**src/rtl/wb_buffer.sv**
```systemverilog
// -----------------------------------------------------------------------------
// wb_buffer -- write-back buffer for evicted dirty cache lines.
//
// Evicted lines are queued in a small circular FIFO and drained to memory one
// at a time.  While a line sits in the buffer, the main cache FSM can look it
// up combinationally, so a miss that lands on a line still waiting to be
// written back is served from here instead of from stale memory.
//
// Ports
//   aclk_i          : single clock, all state updates on the rising edge
//   arstn_i         : asynchronous active-low reset
//   push_valid_i    : evicted dirty line offered by the main FSM
//   push_ready_o    : buffer accepts a push this cycle (not full)
//   push_addr_i     : line address of the evicted line
//   push_data_i     : evicted line data
//   lkp_addr_i      : lookup address from the main FSM
//   wb_hit_o        : lookup address present in a valid entry
//   wb_r_data_o     : data of the youngest matching entry, zero on miss
//   mem_wr_valid_o  : head entry offered to memory (not empty)
//   mem_wr_addr_o   : head entry address
//   mem_wr_data_o   : head entry data
//   mem_wr_ready_i  : memory accepts the head entry
//   count_o         : number of valid entries
//   full_o, empty_o : count_o == DEPTH / count_o == 0
// -----------------------------------------------------------------------------
module wb_buffer #(
  parameter int ADDR_W = 32,
  parameter int LINE_W = 128,
  parameter int DEPTH  = 4    // power of two, >= 2
) (
  input  logic                         aclk_i,
  input  logic                         arstn_i,

  input  logic                         push_valid_i,
  output logic                         push_ready_o,
  input  logic [ADDR_W-1:0]            push_addr_i,
  input  logic [LINE_W-1:0]            push_data_i,

  input  logic [ADDR_W-1:0]            lkp_addr_i,
  output logic                         wb_hit_o,
  output logic [LINE_W-1:0]            wb_r_data_o,

  output logic                         mem_wr_valid_o,
  output logic [ADDR_W-1:0]            mem_wr_addr_o,
  output logic [LINE_W-1:0]            mem_wr_data_o,
  input  logic                         mem_wr_ready_i,

  output logic [$clog2(DEPTH+1)-1:0]   count_o,
  output logic                         full_o,
  output logic                         empty_o
);

  localparam int PTR_W = $clog2(DEPTH);
  localparam int CNT_W = $clog2(DEPTH + 1);
  localparam logic [CNT_W-1:0] CNT_FULL = CNT_W'(DEPTH);

  // ---------------------------------------------------------------------------
  // State
  // ---------------------------------------------------------------------------
  logic [PTR_W-1:0]  wp_q, wp_d;
  logic [PTR_W-1:0]  rp_q, rp_d;
  logic [CNT_W-1:0]  cnt_q, cnt_d;
  logic [DEPTH-1:0]  valid_q, valid_d;

  logic [ADDR_W-1:0] addr_q [DEPTH];
  logic [LINE_W-1:0] data_q [DEPTH];

  logic              push_fire;
  logic              pop_fire;

  // ---------------------------------------------------------------------------
  // Status and handshakes
  // ---------------------------------------------------------------------------
  // Full/empty come from the registered count only, so push_ready_o never
  // depends on mem_wr_ready_i: a push into a full buffer waits one cycle even
  // when a pop is happening in the same cycle.
  assign full_o       = (cnt_q == CNT_FULL);
  assign empty_o      = (cnt_q == '0);
  assign count_o      = cnt_q;
  assign push_ready_o = !full_o;

  assign push_fire    = push_valid_i && push_ready_o;
  assign pop_fire     = mem_wr_valid_o && mem_wr_ready_i;

  // The head is only replaced by a pop, so address/data stay stable while the
  // memory side stalls.
  assign mem_wr_valid_o = !empty_o;
  assign mem_wr_addr_o  = addr_q[rp_q];
  assign mem_wr_data_o  = data_q[rp_q];

  // ---------------------------------------------------------------------------
  // Next-state logic
  // ---------------------------------------------------------------------------
  // NOTE: every variable driven here gets a default before any condition, so
  // no path leaves it unassigned and no latch is inferred.
  always_comb begin
    wp_d    = wp_q;
    rp_d    = rp_q;
    cnt_d   = cnt_q;
    valid_d = valid_q;

    // Push and pop never target the same slot: a push needs a non-full buffer
    // and a pop a non-empty one, so wp == rp cannot hold with both firing.
    if (push_fire) begin
      valid_d[wp_q] = 1'b1;
      wp_d          = wp_q + PTR_W'(1);
    end

    if (pop_fire) begin
      valid_d[rp_q] = 1'b0;
      rp_d          = rp_q + PTR_W'(1);
    end

    unique case ({push_fire, pop_fire})
      2'b10:   cnt_d = cnt_q + CNT_W'(1);
      2'b01:   cnt_d = cnt_q - CNT_W'(1);
      default: cnt_d = cnt_q;
    endcase
  end

  // ---------------------------------------------------------------------------
  // Control registers
  // ---------------------------------------------------------------------------
  // NOTE: sequential state uses non-blocking assignments so every register
  // samples the pre-edge values, independent of statement order.
  always_ff @(posedge aclk_i or negedge arstn_i) begin
    if (!arstn_i) begin
      wp_q    <= '0;
      rp_q    <= '0;
      cnt_q   <= '0;
      valid_q <= '0;
    end else begin
      wp_q    <= wp_d;
      rp_q    <= rp_d;
      cnt_q   <= cnt_d;
      valid_q <= valid_d;
    end
  end

  // ---------------------------------------------------------------------------
  // Line storage
  // ---------------------------------------------------------------------------
  // NOTE: the address/data arrays have no reset; an entry is only ever read
  // through its valid bit or through the head when count is non-zero, so
  // power-up contents are never observed and the arrays map onto plain flops
  // or RAM without a reset tree.
  always_ff @(posedge aclk_i) begin
    if (push_fire) begin
      addr_q[wp_q] <= push_addr_i;
      data_q[wp_q] <= push_data_i;
    end
  end

  // ---------------------------------------------------------------------------
  // Lookup
  // ---------------------------------------------------------------------------
  // Walk the entries in age order, oldest (rp) to youngest (wp-1); a later
  // match overrides an earlier one, so the youngest copy of a line wins.
  // Only registered valid bits are consulted: a line pushed this cycle shows
  // up next cycle, a line popped this cycle still hits this cycle.
  logic [PTR_W-1:0]  lkp_idx;
  logic              lkp_hit;
  logic [LINE_W-1:0] lkp_data;

  always_comb begin
    lkp_idx  = rp_q;
    lkp_hit  = 1'b0;
    lkp_data = '0;
    for (int k = 0; k < DEPTH; k++) begin
      lkp_idx = rp_q + PTR_W'(k);
      if (valid_q[lkp_idx] && (addr_q[lkp_idx] == lkp_addr_i)) begin
        lkp_hit  = 1'b1;
        lkp_data = data_q[lkp_idx];
      end
    end
  end

  assign wb_hit_o    = lkp_hit;
  assign wb_r_data_o = lkp_data;

endmodule

```
**config.mk**
```make
export PLATFORM = sky130hd
export DESIGN_NAME = wb_buffer
export DESIGN_NICKNAME = d
export VERILOG_FILES = /design/src/rtl/wb_buffer.sv
export SDC_FILE = /design/constraint.sdc
export NUM_CORES = 2
export LEC_CHECK = 0
export ABC_AREA = 1
export BUFFER_PORTS_ARGS = -buffer_cell sky130_fd_sc_hd__buf_2
export CELL_PAD_IN_SITES_DETAIL_PLACEMENT = 0
export CELL_PAD_IN_SITES_GLOBAL_PLACEMENT = 2
export CORE_ASPECT_RATIO = 0.7
export CORE_MARGIN = 3
export CORE_UTILIZATION = 36
export DETAILED_ROUTE_END_ITERATION = 8
export HOLD_SLACK_MARGIN = 0.12
export PLACE_DENSITY_LB_ADDON = 0.1
export SLEW_MARGIN = 40
export SYNTH_ARGS = -nofsm -noshare
export SYNTH_HDL_FRONTEND = slang
export SYNTH_SLANG_ARGS = --single-unit
```
**constraint.sdc**
```tcl
create_clock -name aclk_i -period 10.75 [get_ports aclk_i]
set_input_delay 0.5375 -clock aclk_i [delete_from_list [all_inputs] [get_ports aclk_i]]
set_output_delay 0.5375 -clock aclk_i [all_outputs]
set_load 0.005 [all_outputs]
```
==> flow_metrics.py <==
metrics = {
    "timing": {
        "timing.fmax_ghz": 0.1339,
        "slew_headroom": 0.4217,
        "setup_violations": 0,
        "setup_slack_ps": 3283,
        "min_period_ps": 7467,
        "rsz0062_at_grt": "false",
        "worstMarginPinSlew_ps": 858.4,
        "setup_tns_ps": 0,
        "skew_ps": 23.38,
        "fin_crit_sh": 0.6946,
        "drv_slew": 0,
        "finalHoldViolCount": 0,
    },
    "cts": {
        "cts_root_buffer": "clkbuf_16",
        "cts_resized": 0,
        "cts_buffers": 76,
        "clock_latency_ps": 670,
        "cts_buffer_depth": 3,
        "cts_sinks": 651,
        "cts_tree": "yes",
        "clk_pin_slew_worst_paths_ps": 60,
        "htree_levels": 3,
    },
    "critical_path": {
        "critPathCaptureType": "output port",
        "critPathRequiredTime_ps": 10210,
        "criticalPathCategory": "flop to output port",
        "arrival_ps": 6930,
        "cp_max_fo": 133,
        "critPathLaunchType": "flop",
    },
    "logic_synthesis": {
        "ys_types": 31,
        "syn_inst": 4741,
        "avgSynthCellArea_um2": 8.569,
        "ys_warn_count": 0,
        "synth_edf_count": 640,
        "synth-seq-area-share": 0.4798,
        "synthArstFlopShare": 0.01690,
        "synthTopCellsByArea": "edfxtp_1, nand2_1, mux2i_1, o21ai_0, nand3_1",
        "synth_ff_type": "edfxtp_1",
        "synth_area_um2": 40630,
        "netlist.area_leader.share": 0.4730,
        "synth_top_area_cell": "edfxtp_1",
        "ys_ff_latch": 651,
        "syn_nets": 4947,
    },
    "power": {
        "power_leakage_nw": 21.93,
        "total_power_mw": 13.24,
        "power_density_nw_per_um2": 274.7,
        "vdd_drop_max_v": 0.0002022,
    },
    "cells_and_area": {
        "seqCellArea_um2": 19500,
        "multi_input_area_um2": 18270,
        "syn_to_final_growth_pct": 18.61,
        "fillers": 11228,
        "layout_commonest_cell": "nand2_1",
        "final_cell_mix": "nand2_1, edfxtp_1, mux2i_1, buf_2, o21ai_0",
        "final_cells": 6769,
        "nNetsFinal": 5402,
        "layout-drive-gt1-share": 0.1272,
    },
    "status": {
        "status": "finished, final reports clean",
    },
    "detailed_routing": {
        "ant_nets": 0,
        "drt-total-wl_um": 136700,
        "drt_iter0_markers": 2314,
        "vias": 34275,
        "drc_errors": 0,
        "via_per_inst": 5.064,
        "wire_per_inst_um": 20.20,
        "first_pass_iters": 6,
    },
    "floorplan": {
        "num_rows": 102,
        "die_h_um": 287.1,
        "io-pin-count": 492,
        "core_um2": 111300,
        "die_area_um2": 117000,
        "dieWidth_um": 407.5,
        "start_util": 0.3651,
    },
    "run": {
        "cap_violations": 0,
    },
    "global_route": {
        "antenna_found_initial": 13,
        "grt_max_degree": 212,
        "grt_pass1_wl_um": 205500,
        "first_global_vias": 32409,
        "grt_util_all_layers": 0.2286,
        "grt_overflow": 0,
    },
    "place": {
        "place_worst_setup_slack_ps": 3995,
        "place_congestion": 0.8450,
        "placed_cells": 6462,
        "port_buffers": 491,
        "place_hpwl_um": 88050,
    },
    "hold_path": {
        "hold_class": "input port to flop",
    },
}
[worst max-delay path: stages (launching register included)]
cell	delay [ps]
dfrtp_2	340
buf_4	440
clkinv_8	570
ha_4	920
inv_2	450
buf_4	430
nand3_1	160
nand2_1	70
xor2_1	460
nand3_1	220
nor2_1	200
nand3_1	180
nor2_4	230
buf_12	160
buf_16	320
buf_16	360
o211ai_1	140
nand2_1	170
buf_2	150
[cell families after synthesis]
kind of cell / synth area share
xor+xnor: 0.004743
simple gates: 0.1991
fa+ha+maj: 0.003265
compound gates: 0.1146
mux: 0.1261
flops: 0.4798
buf+inv: 0.07228
[final timing paths]
kind                                start              end  slack [ps]  depth (start not counted)
max in group asynchronous         arstn_i          rp_q[0]       10140                          2
hold / removal             mem_wr_ready_i          rp_q[0]         260                          3
hold reg to reg                valid_q[0]       valid_q[0]         510                          2
setup / recovery                  rp_q[1]  wb_r_data_o[14]        3280                         18
min in group asynchronous         arstn_i       count_o[0]         320                          2
setup reg to reg                  rp_q[1]          rp_q[1]        7080                          6
[report_power, final]
group | internal, mW | switching [mW]
clock | 1.45 | 1.10
combinational | 2.25 | 4.88
sequential | 3.36 | 0.211
total | 7.05 | 6.19
[metrics by stage]
stage	hold WS, ps	area [um^2]	utilization
after CTS	191.4	48070	0.4320
final	260.5	48190	0.4330
after global placement	463.2	43880	0.3943
after global routing	253.7	48180	0.4329
after detailed placement	470.1	44070	0.3960
after floorplan	241.9	40630	-
[state kept, by name (all words and copies together), names as in the netlist]
register  flops
count_o       3
valid_q       4
wp_q          2
addr_q      128
rp_q          2
data_q      512
[final cells by class]
cell class / count / share of cell area
tap: 1508 / 0.03916
antenna: 10 / 0.0005193
clock inverter: 36 / 0.007192
multi-input combinational: 3408 / 0.3790
timing repair buffer: 705 / 0.09919
clock buffer: 97 / 0.04238
sequential: 651 / 0.4046
inverter: 354 / 0.02789
[what timing repair did]
| action | CTS | global route |
|---|---|---|
| hold buffers | 161 | 0 |
| setup buffers | 0 | 0 |
| endpoints found under the hold margin | 651 | 0 |
[routing by layer]
layer,vias up,track usage,wire length [um],part of all wire
met5,-,0,42,0.00031
met2,866,0.3699,61660,0.45
li1,17208,-,-,-
met1,16016,0.3181,64390,0.47
met3,177,0.03900,7347,0.054
met4,8,0.05836,3298,0.024
[Yosys cell counts, types with 3 or more instances]
library cell  number
nand2_1         1508
edfxtp_1         640
mux2i_1          512
o21ai_0          416
nand3_1          402
inv_1            348
a21oi_1          266
buf_2            157
o211ai_1         143
clkbuf_1         123
nor2_1            73
o21ai_1           34
xor2_1            21
buf_4             20
buf_1             14
buf_6             14
dfrtp_1           11
ha_1               9
nand4_1            6
inv_2              5
and2_1             3
nand3b_1           3
or2_1              3
Power figures use the tool's default switching activity.
